## src/rtl/instr_fetch_stage.sv

```systemverilog
// Instruction fetch stage: PC register, on-chip instruction memory with a program-load
// write port, one-cycle fetch, stall/redirect handling and a HALT state on HALT_WORD.
module instr_fetch_stage #(
    parameter int          IMEM_DEPTH = 32,
    parameter logic [31:0] RESET_PC   = 32'h0000_0000,
    parameter logic [31:0] HALT_WORD  = 32'hFFFF_FFFF,
    localparam int         AW         = $clog2(IMEM_DEPTH)
) (
    input  logic          clk,
    input  logic          rst,
    input  logic          stall,
    input  logic          redirect,
    input  logic [31:0]   redirect_pc,
    input  logic          imem_we,
    input  logic [AW-1:0] imem_waddr,
    input  logic [31:0]   imem_wdata,
    output logic [31:0]   if_instr,
    output logic [31:0]   if_pc,
    output logic          if_valid,
    output logic          halted
);

    typedef enum logic {
        RUN  = 1'b0,
        HALT = 1'b1
    } state_t;

    logic [31:0] imem [IMEM_DEPTH];

    state_t      state_q;
    logic [31:0] pc_q;
    logic [31:0] if_instr_q;
    logic [31:0] if_pc_q;
    logic        if_valid_q;
    logic        halted_q;

    // Index by truncation so PCs past the end of memory alias back to the start.
    logic [AW-1:0] rd_idx;
    logic [31:0]   rd_word;

    assign rd_idx  = pc_q[AW+1:2];
    assign rd_word = imem[rd_idx];

    // Program-load port: deliberately independent of rst so code can be loaded in reset.
    always_ff @(posedge clk) begin
        if (imem_we) begin
            imem[imem_waddr] <= imem_wdata;
        end
    end

    always_ff @(posedge clk) begin
        if (rst) begin
            state_q    <= RUN;
            pc_q       <= RESET_PC & ~32'h3;
            if_instr_q <= 32'h0;
            if_pc_q    <= 32'h0;
            if_valid_q <= 1'b0;
            halted_q   <= 1'b0;
        end else if (redirect) begin
            // Redirect beats stall and halt; the cleared output is the single bubble.
            state_q    <= RUN;
            pc_q       <= redirect_pc & ~32'h3;
            if_instr_q <= 32'h0;
            if_valid_q <= 1'b0;
            halted_q   <= 1'b0;
        end else if (!stall) begin
            case (state_q)
                RUN: begin
                    if_instr_q <= rd_word;
                    if_pc_q    <= pc_q;
                    if (rd_word == HALT_WORD) begin
                        if_valid_q <= 1'b0;
                        halted_q   <= 1'b1;
                        state_q    <= HALT;
                    end else begin
                        if_valid_q <= 1'b1;
                        pc_q       <= pc_q + 32'd4;
                    end
                end
                HALT: begin
                    if_instr_q <= 32'h0;
                    if_valid_q <= 1'b0;
                    halted_q   <= 1'b1;
                end
                default: begin
                    state_q    <= RUN;
                    if_valid_q <= 1'b0;
                end
            endcase
        end
    end

    assign if_instr = if_instr_q;
    assign if_pc    = if_pc_q;
    assign if_valid = if_valid_q;
    assign halted   = halted_q;

endmodule

```

## config.mk

```make
export PLATFORM = sky130hd
export DESIGN_NAME = instr_fetch_stage
export DESIGN_NICKNAME = d
export VERILOG_FILES = /design/src/rtl/instr_fetch_stage.sv
export SDC_FILE = /design/constraint.sdc
export NUM_CORES = 1
export LEC_CHECK = 0
export CAP_MARGIN = 20
export CORE_MARGIN = 3
export CORE_UTILIZATION = 35
export CTS_CLUSTER_DIAMETER = 120
export DETAILED_ROUTE_END_ITERATION = 10
export DONT_BUFFER_PORTS = 1
export HOLD_SLACK_MARGIN = 0.05
export SETUP_SLACK_MARGIN = 0.3
export SYNTH_ARGS = -nofsm -noshare
export SYNTH_HDL_FRONTEND = slang
export SYNTH_SLANG_ARGS = --single-unit
```

## constraint.sdc

```tcl
create_clock -name clk -period 7.8 [get_ports clk]
set_input_delay 1.56 -clock clk [delete_from_list [all_inputs] [get_ports clk]]
set_output_delay 1.56 -clock clk [all_outputs]
set_load 0.05 [all_outputs]
```

==> results.md <==
- Outcome: complete, no violations
- Core area: around 120,000 um^2
- Die H: 358 um
- Power per cell area: 258 nW/um^2
- Asr flop ratio synth: 0%
- Crit path DAT: 6.09 ns
- Placer Congestion: ~0.85
- Largest net degree at the start of global routing: roughly 130
- Synth Flop Type: edfxtp_1
- Post-CTS Setup Bufs: 0
- Initial antenna violation count: 0
- Syn Inst Count: between 2k and 2.5k
- Reg clk slew, reported paths: 0.06 ns
- IO Port Bufs: 0
- CTS tree: built
- Buf+Inv Stages, Crit Path: 2
- CP Depth: 10
- Most frequent cells in the layout: edfxtp_1, mux4_2, clkbuf_16
- Worst path slowest cell: nor4_2
- Final ANT Viol Nets: 0
- Post-synth cell types: 63
- Synthesized flop and latch total: approximately 1.1k
- Total Wirelength: approximately 110 mm
- Root buf cell: clkbuf_16
- H-tree lvl count: 3
- First-pass GRT wire length: 152 mm
- CP max stage delay: around 1 ns
- HPWL after detailed placement: about 62 mm
- NumNets Final: between 2k and 2.5k
- CTS max path bufs: 3
- Io pins: 140
- Yosys warnings: 0
- # DRC: 0
- Post-synthesis sequential area ratio: between 70% and 80%
- Final period util: between 70% and 80%
- Final Util: 39.8%
- Starting Density: between 30% and 40%
- CTS-repair resized insts: 0
- Hold-fix buffers, CTS: 0
- CP endpoint: pc_q[27]
- Vias in the first global route: roughly 22k
- R2R Setup Slk: about 2.2 ns
- Reg2reg path depth: 10
- Fmax: ~180 MHz
- Drt first pass iters: 5
- Detailed Route Iter0 Violations: between 2k and 2.5k
- Measured slew at the worst slew-check pin: approximately 1.1 ns
- Die Width: roughly 360 um
- Final Hold Fails: 0
- Post-synthesis mux area share: 13.5%
- Setup TNS: 0 ns
- Largest family of logic cells by synthesized area: multiplexers
- Compound-Gate Fraction of Synth Area: between 4 and 5%
- Unrepaired setup endpoints after global routing: false
- Final setup fails: 0
- Max Slew Vio Count: 0
- Hold WS: slightly below 0.5 ns
- Post-Synth XOR/XNOR Area: less than 1%
- Max_cap viols: 0
- Maximum fanout along the worst path: 98
- Via Count: around 22k
- Clk_lat worst skew: about 0.7 ns
- CTS sink count: 1,124
- Syn_area_per_cell: ~20 um^2
- Worst Hold Class: reg -> reg
- EDFF count, synth: about 1k
- R2R Path End: pc_q[27]
- Adder-Cell Fraction of Synth Area: less than 1%
- Layout area overhead: 12.4%
- Post-route minimum period: between 5 and 6 ns
- Site row count: approximately 130
- Share of layout cells above drive strength 1: roughly a quarter
- All-Layer GR Usage: about 16%
- Mapped cell area: between 40,000 and 50,000 um^2
- Pwr Total: 12,600 uW
- CP required: between 8 and 9 ns
- Max-slew headroom: about a quarter
- Synth Area in Simple Gates: under 10%
- Maximum VDD drop: roughly 180 uV
- Worst Setup Path Type: reg -> reg
- Startpoint types: flip-flop
- DR vias/cell: between 5 and 6
- Commonest non-fill, non-tap cell in the layout: edfxtp_1
- Total gr overflow: 0
- Critical Path Sink Type: flip-flop
- Leak pwr: 0.0148 uW
- Top delay family on crit path: simple AND/OR/NAND/NOR gates
- Clock Skews: just over 0.06 ns
- CTS buffer count: 113
- Die ar.: between 100,000 and 150,000 um^2
- Wire per inst: around 27 um
- Crit-path cells: buf_12 -> mux4_2 -> o22ai_1 -> nor4_2 -> nand4_1 -> nor4_4 -> buf_4 -> nand2_4 -> nor4bb_1 -> a2111oi_2
layer usage:
metal | up-vias | GRT usage, % | routed length, um
met5 | - | 0 | 184
met4 | 2 | 4.01 | 2170
met3 | 145 | 6.04 | 11300
met2 | 833 | 25.1 | 48500
met1 | 11500 | 21.9 | 43100
li1 | 9040 | - | -
registers in the layout (all words and copies together) (netlist names), named ones only:
signal,flops
state_q,1
if_instr,32
halted,1
if_pc,30
pc_q,30
if_valid,1
imem,1024
through the flow:
| step | area [um^2] | std cells | worst slack (ns) |
|---|---|---|---|
| floorplan | 43300 | 2147 | 3.81 |
| global placement | 45100 | 3698 | 2.22 |
| detailed placement | 45100 | 3698 | 2.19 |
| CTS | 48600 | 3909 | 2.17 |
| global route | 48600 | 3915 | 1.76 |
| finish | 48600 | 3916 | 2.24 |
synthesized netlist by cell type (all sizes together), types with 7 or more instances:
library cell / number / area share, %
nand3: 12 / 0.14
clkbuf: 53 / 0.56
a311oi: 9 / 0.18
a22oi: 40 / 0.69
and3: 12 / 0.17
a211o: 10 / 0.20
buf: 77 / 1.7
a211oi: 29 / 0.50
nor2b: 7 / 0.10
nor2: 110 / 0.95
mux4: 240 / 13
edfxtp: 1024 / 71
inv: 13 / 0.11
nand4: 15 / 0.22
nand3b: 9 / 0.16
dfxtp: 100 / 4.6
a221o: 16 / 0.37
o22ai: 96 / 1.4
mux2: 32 / 0.83
nand2: 89 / 0.80
nor4: 19 / 0.40
xnor2: 11 / 0.22
a21oi: 68 / 0.79
a2111oi: 10 / 0.29
area by class of cell:
class / instances / area (um^2)
antenna: 1 / 2.50
clock buffer: 141 / 2990
clock inverter: 70 / 514
fill: 10700 / 73600
inverter: 13 / 48.8
multi-input combinational: 880 / 9750
sequential: 1124 / 32800
tap: 1625 / 2030
timing repair buffer: 62 / 541
where the power goes:
part | total [uW] | internal (uW) | switching (uW)
clock | 5100 | 2850 | 2250
combinational | 699 | 308 | 391
sequential | 6770 | 6660 | 109
worst min path at each step:
stage | start | endpoint | slack (ns) | depth (start not counted)
4_1_cts | pc_q[26] | if_pc[26] | 0.49 | 2
3_3_place_gp | pc_q[26] | if_pc[26] | 0.47 | 2
6_report | pc_q[26] | if_pc[26] | 0.50 | 2
3_5_place_dp | pc_q[26] | if_pc[26] | 0.48 | 2
5_1_grt | pc_q[26] | if_pc[26] | 0.51 | 2
2_1_floorplan | pc_q[7] | if_pc[7] | 0.44 | 2
worst min-delay path: cells and delay by family (launching register included):
| family | cells | cell delay, ns |
|---|---|---|
| simple gates | 1 | 0.06 |
| flops | 1 | 0.33 |
| compound gates | 1 | 0.05 |
cells by family after synthesis:
group,count (synthesis)
compound gates,290
xor+xnor,11
fa+ha+maj,1
buf+inv,143
flops,1124
mux,273
other cells,1
simple gates,303
(Power assumes the default switching activity.)
